`config.mk`:
```
export PLATFORM = sky130hd
export DESIGN_NAME = latch_arbiter
export DESIGN_NICKNAME = d
export VERILOG_FILES = /design/src/rtl/latch_arbiter.sv
export SDC_FILE = /design/constraint.sdc
export NUM_CORES = 1
export LEC_CHECK = 0
export BUFFER_PORTS_ARGS = -buffer_cell sky130_fd_sc_hd__buf_2
export CORE_UTILIZATION = 30
export CTS_BUF_LIST = sky130_fd_sc_hd__clkbuf_4 sky130_fd_sc_hd__clkbuf_8 sky130_fd_sc_hd__clkbuf_16
export CTS_CLUSTER_DIAMETER = 150
export DETAILED_ROUTE_END_ITERATION = 10
export HOLD_SLACK_MARGIN = 0.1
export PLACE_DENSITY_LB_ADDON = 0.2
export SLEW_MARGIN = 20
export SYNTH_ARGS = -nofsm -noshare
export SYNTH_HDL_FRONTEND = slang
export SYNTH_SLANG_ARGS = --single-unit
```
`constraint.sdc`:
```
create_clock -name ap_clk -period 4 [get_ports ap_clk]
set_input_delay 0 -clock ap_clk [delete_from_list [all_inputs] [get_ports ap_clk]]
set_output_delay 0 -clock ap_clk [all_outputs]
set_load 0.005 [all_outputs]
```
`src/rtl/latch_arbiter.sv`:
```
// latch_arbiter: round-robin sharing of a single latch capture stage among
// NUM_REQ requesters. Each grant runs one full latch transaction (capture,
// wait for valid, forward with requester id, acknowledge), guarded by a
// watchdog that drops the transaction if the latch never signals valid.
module latch_arbiter #(
    parameter int NUM_REQ    = 4,
    parameter int DATA_WIDTH = 32,
    parameter int TIMEOUT    = 64,
    localparam int ID_W      = (NUM_REQ > 1) ? $clog2(NUM_REQ) : 1
) (
    input  logic                          ap_clk,
    input  logic                          ap_rst,
    input  logic [NUM_REQ-1:0]            req_vld,
    input  logic [NUM_REQ*DATA_WIDTH-1:0] req_data,
    output logic [NUM_REQ-1:0]            req_rdy,
    output logic                          latch,
    output logic [DATA_WIDTH-1:0]         lat_data,
    input  logic                          lat_vld,
    input  logic [DATA_WIDTH-1:0]         lat_dout,
    output logic                          lat_ack,
    output logic                          rsp_vld,
    output logic [DATA_WIDTH-1:0]         rsp_data,
    output logic [ID_W-1:0]               rsp_id,
    input  logic                          rsp_ack,
    output logic                          busy,
    output logic                          timeout_err,
    input  logic                          err_clr
);

    // The counter only ever needs to reach TIMEOUT-1.
    localparam int CNT_W = (TIMEOUT > 1) ? $clog2(TIMEOUT) : 1;
    localparam logic [CNT_W-1:0] CNT_LAST = CNT_W'((TIMEOUT > 0) ? TIMEOUT - 1 : 0);

    typedef enum logic [2:0] {
        S_IDLE,
        S_ISSUE,
        S_WAIT_VLD,
        S_RESP,
        S_WAIT_CLR
    } state_t;

    state_t                state_q;
    state_t                state_d;
    logic [ID_W-1:0]       ptr_q;
    logic [ID_W-1:0]       id_q;
    logic [ID_W-1:0]       winner;
    logic                  found;
    logic                  accept;
    logic                  fire;
    logic [DATA_WIDTH-1:0] data_q;
    logic [CNT_W-1:0]      cnt_q;
    logic                  err_q;
    int                    scan_idx;

    // Requester index after v, wrapping at NUM_REQ (which need not be a power of two).
    function automatic logic [ID_W-1:0] wrap_inc(input logic [ID_W-1:0] v);
        if (int'(v) == NUM_REQ - 1) begin
            return '0;
        end
        return v + 1'b1;
    endfunction

    // Round-robin search: first valid requester at or after ptr, wrapping.
    always_comb begin
        found    = 1'b0;
        winner   = '0;
        scan_idx = 0;
        for (int k = 0; k < NUM_REQ; k++) begin
            scan_idx = int'(ptr_q) + k;
            if (scan_idx >= NUM_REQ) begin
                scan_idx = scan_idx - NUM_REQ;
            end
            if (!found && req_vld[scan_idx]) begin
                found  = 1'b1;
                winner = ID_W'(scan_idx);
            end
        end
    end

    assign accept = (state_q == S_IDLE) && found;

    // Next-state logic; the watchdog only fires when valid is still absent.
    always_comb begin
        state_d = state_q;
        fire    = 1'b0;
        unique case (state_q)
            S_IDLE: begin
                if (found) begin
                    state_d = S_ISSUE;
                end
            end
            S_ISSUE: begin
                state_d = S_WAIT_VLD;
            end
            S_WAIT_VLD: begin
                if (lat_vld) begin
                    state_d = S_RESP;
                end else if (TIMEOUT != 0 && cnt_q == CNT_LAST) begin
                    fire    = 1'b1;
                    state_d = S_IDLE;
                end
            end
            S_RESP: begin
                if (rsp_ack) begin
                    state_d = S_WAIT_CLR;
                end
            end
            S_WAIT_CLR: begin
                // Hold off until the latch drops valid so it is never forwarded twice.
                if (!lat_vld) begin
                    state_d = S_IDLE;
                end
            end
            default: begin
                state_d = S_IDLE;
            end
        endcase
    end

    // State register; reset abandons any transaction in flight.
    always_ff @(posedge ap_clk or posedge ap_rst) begin
        if (ap_rst) begin
            state_q <= S_IDLE;
        end else begin
            state_q <= state_d;
        end
    end

    // Capture the winner's id and payload and advance the round-robin pointer.
    always_ff @(posedge ap_clk or posedge ap_rst) begin
        if (ap_rst) begin
            ptr_q  <= '0;
            id_q   <= '0;
            data_q <= '0;
        end else if (accept) begin
            ptr_q  <= wrap_inc(winner);
            id_q   <= winner;
            data_q <= req_data[int'(winner) * DATA_WIDTH +: DATA_WIDTH];
        end
    end

    // Watchdog counter: cleared while issuing, counts WAIT_VLD cycles without valid.
    always_ff @(posedge ap_clk or posedge ap_rst) begin
        if (ap_rst) begin
            cnt_q <= '0;
        end else if (state_q == S_ISSUE) begin
            cnt_q <= '0;
        end else if (state_q == S_WAIT_VLD && !lat_vld) begin
            cnt_q <= cnt_q + 1'b1;
        end
    end

    // Sticky timeout flag; a new timeout beats a simultaneous clear.
    always_ff @(posedge ap_clk or posedge ap_rst) begin
        if (ap_rst) begin
            err_q <= 1'b0;
        end else if (fire) begin
            err_q <= 1'b1;
        end else if (err_clr) begin
            err_q <= 1'b0;
        end
    end

    // req_rdy is combinational in IDLE and held low while reset is asserted.
    assign req_rdy     = (accept && !ap_rst) ? (NUM_REQ'(1) << winner) : '0;
    assign latch       = (state_q == S_ISSUE);
    assign lat_data    = data_q;
    assign rsp_vld     = (state_q == S_RESP);
    assign rsp_data    = lat_dout;
    assign rsp_id      = id_q;
    assign lat_ack     = rsp_vld && rsp_ack;
    assign busy        = (state_q != S_IDLE);
    assign timeout_err = err_q;

endmodule

```
==> metrics.txt <==
share of synthesized area occupied by flip-flops and latches 36.6%; outcome completed; CP Capture Type register; fraction of final layout cells with drive strength greater than 1 38.5%; Post CTS Setup Buffer Count 0; number of warnings printed during yosys synthesis 0; Via-to-Cell Ratio 5.15; Core Box Area 10200 um2; library cell occupying the most area in the post-synthesis netlist sky130_fd_sc_hd__dfrtp_1; final cycle utilization of the critical path about three quarters; post-detailed-route DRC marker count 0; shortest clock period the worst path allows after layout slightly below 3000 ps; antenna fix cells 0; synthesis-stage register bit count 46; post-synthesis area per instance 10.2 um2; launch instance of the worst register-to-register path state_q[0]; Max Transition Viols Final 0; Clock Pin Slew Worst Setup and Hold Paths 90 ps; number of top-level pins 244; Worst Reg2Reg Path Length in Cells 6; fin nets 715; transition at the pin with the smallest max-transition slack 919 ps; data arrival time of the critical path 3210 ps; top cell type's share of synthesized area 36.6%; Max-Slew Margin vs Limit 38.6%; net count after synthesis 481; end of the worst register-to-register path lat_data[19]; vias in the first global route 3577; top area cells in the synthesized netlist sky130_fd_sc_hd__dfrtp_1 37%, sky130_fd_sc_hd__mux2i_1 11%, sky130_fd_sc_hd__a32oi_1 8.9%; number of DRC violations after detailed-routing iteration 0 120; average wire per standard cell about 16 um; Horiz. Die Dim 104 um; first-pass GRT wire length 17.6 mm; clk sinks 46; R2R setup slack approximately 1000 ps; weighted congestion reported at the end of routability-driven placement 0.774; total CTS buffers 5; number of optimization iterations in the first detailed-route pass 5; count of filler cells inserted in the layout 978; reported leakage power 0.00243 uW; clock tree skew after final layout around 8.8 ps; die area around 11000 um2; CTS Hold Bufs 100; vias after detailed routing 3507; Syn Inst Count 310; die height 104 um; GR Overflow Total 0; number of max-cap violations 0; total wire length 11.1 mm; critical path fanouts, max 22; summed instance area of the synthesized netlist 3150 um2; remaining antenna violation count 0; pre-CTS setup slack around 1500 ps; power density over the cells approximately 620 nW/um2; area growth from synthesis to layout 58.7%; htree depth 2; count of unique library cells instantiated by Yosys 44; CP Launch Type register; Hold/Removal Path Class in -> reg; post-DP HPWL 7.29 mm; required time at the worst-slack endpoint 4240 ps; Finish-stage setup viols 0; total global-route track usage about a fifth; terminating pin of the worst hold path ptr_q[0]; number of antenna violations at the first check in global routing 0; Worst IR Drop VDD 234 uV; unrepaired setup endpoints after global routing no; quantity of gates resized following cts 0; CTS tree built; largest net degree at the start of global routing 50; final-report hold violation count 0; final critical-path setup slack 1030 ps; Hold Path Cell Cnt 4; hold_sp req_vld[3]; buffers added on ports 179; initial cell density of the core 30.8%; total number of placement rows 37; Root Buffer sky130_fd_sc_hd__clkbuf_8; Max Freq 337 MHz; clock latency of the later-clocked register in the worst-skew pair 300 ps; final-layout setup total negative slack 0 ps; worst setup path class reg -> reg; number of buffers on the longest clock path 2
-- cell type report --
| cell class | instances | area [um2] | share of cell area (%) |
|---|---|---|---|
| multi-input cells | 201 | 1580 | 31.7 |
| flip-flops and latches | 46 | 1150 | 23.0 |
| repair buffers | 285 | 1960 | 39.3 |
| clock buffers | 8 | 110 | 2.20 |
| inverters | 5 | 20.0 | 0.401 |
| well taps | 136 | 170 | 3.41 |
-- stage by stage --
step	area (um2)	hold slack (ps)	total power, uW	utilization (%)	cells
after floorplan	3150	33.4	1850	-	310
after global placement	3850	0.0346	2270	37.7	572
after detailed placement	3850	0.0346	2300	37.7	572
after CTS	4970	280	3060	48.5	680
after global routing	4990	318	3310	48.8	681
final	4990	287	3070	48.8	681
-- where the power goes --
part	switching, uW	total, uW	internal (uW)
Combinational	912	1910	997
Sequential	158	826	668
Clock	166	341	175
-- cell usage in the layout, fill, tap and decap left out, types with 2 or more instances in the layout --
cell type / Yosys / layout
sky130_fd_sc_hd__buf_2: 5 / 179
sky130_fd_sc_hd__dlygate4sd3_1: 0 / 100
sky130_fd_sc_hd__dfrtp_1: 46 / 46
sky130_fd_sc_hd__mux2i_1: 34 / 34
sky130_fd_sc_hd__nand3_1: 34 / 34
sky130_fd_sc_hd__a32oi_1: 32 / 32
sky130_fd_sc_hd__o211ai_1: 22 / 22
sky130_fd_sc_hd__o211ai_2: 10 / 10
sky130_fd_sc_hd__nor2_1: 9 / 9
sky130_fd_sc_hd__nand2_1: 8 / 8
sky130_fd_sc_hd__clkbuf_8: 0 / 8
sky130_fd_sc_hd__o21ai_0: 5 / 5
sky130_fd_sc_hd__buf_4: 32 / 5
sky130_fd_sc_hd__inv_1: 5 / 4
sky130_fd_sc_hd__a21oi_1: 4 / 4
sky130_fd_sc_hd__xor2_1: 4 / 4
sky130_fd_sc_hd__and2_1: 3 / 3
sky130_fd_sc_hd__and3_1: 3 / 3
sky130_fd_sc_hd__nor2b_1: 2 / 2
sky130_fd_sc_hd__a221o_1: 2 / 2
sky130_fd_sc_hd__nor3_1: 2 / 2
sky130_fd_sc_hd__o21a_1: 2 / 2
sky130_fd_sc_hd__a21o_1: 2 / 2
sky130_fd_sc_hd__and4_1: 2 / 2
sky130_fd_sc_hd__nand4_1: 2 / 2
sky130_fd_sc_hd__ha_1: 2 / 2
-- per-layer routing --
metal	routed length (um)	global-route usage [%]	vias to the layer above	part of all wire, %
met5	0	0	-	0
met4	99	4.59	0	0.89
met3	811	3.70	6	7.3
met2	5870	38.8	196	53
met1	4290	23.1	1668	39
li1	-	-	1637	-
-- kinds of logic (layout without fill, tap and decap cells) --
group / after synthesis / after routing / share of synthesized area, %
adder cells (fa/ha/maj): 2 / 2 / 0.795
AND/OR/NAND/NOR: 73 / 73 / 12.9
XOR/XNOR: 5 / 5 / 1.39
AO/OA/AOI/OAI: 87 / 87 / 23.8
multiplexers: 34 / 34 / 10.8
flip-flops: 46 / 46 / 36.6
buffers and inverters: 63 / 298 / 13.7
-- cell usage after synthesis, drive strengths merged --
library cell and n:
o211a 1, or3b 1, nor2 9, nand3 34, o211ai 33, ha 2, nor3b 1, nand3b 1
o22ai 2, a2bb2oi 1, a21oi 4, inv 5, o21ai 5, mux2i 34, and2 3, o221ai 1
clkbuf 14, xnor2 1, and3 3, a32oi 32, nor3 2, a21o 2, a21boi 1, nand2 8
nor2b 2, a221oi 1, nor4b 2, xor2 4, o21a 2, a221o 2, dfrtp 46, nand2b 1
or4 2, and4 2, nand4 2, buf 44
-- state kept, by name, summed over array words and instances, names as in the netlist --
name and cells:
lat_data 32, cnt_q 6, state_q 3, ptr_q 2, rsp_id 2, timeout_err 1
-- critical path, stage by stage, from the launching register on --
cell and delay [ps]:
sky130_fd_sc_hd__dfrtp_1 470, sky130_fd_sc_hd__nor3_1 360, sky130_fd_sc_hd__and2_1 630, sky130_fd_sc_hd__o211ai_4 380
sky130_fd_sc_hd__buf_16 280, sky130_fd_sc_hd__o211ai_1 190, sky130_fd_sc_hd__dlygate4sd3_1 580
-- how the worst max path moves through the flow --
stage | startpoint | endpoint | slack (ps) | cells past startpoint
finish | state_q[0] | lat_data[19] | 1030 | 6
global route | state_q[0] | lat_data[22] | 790 | 6
CTS | state_q[0] | lat_data[26] | 990 | 5
detailed placement | state_q[0] | lat_data[26] | 1520 | 4
global placement | state_q[0] | lat_data[20] | 1690 | 4
floorplan | ptr_q[1] | ptr_q[1] | 2240 | 6
(Power assumes the default switching activity.)
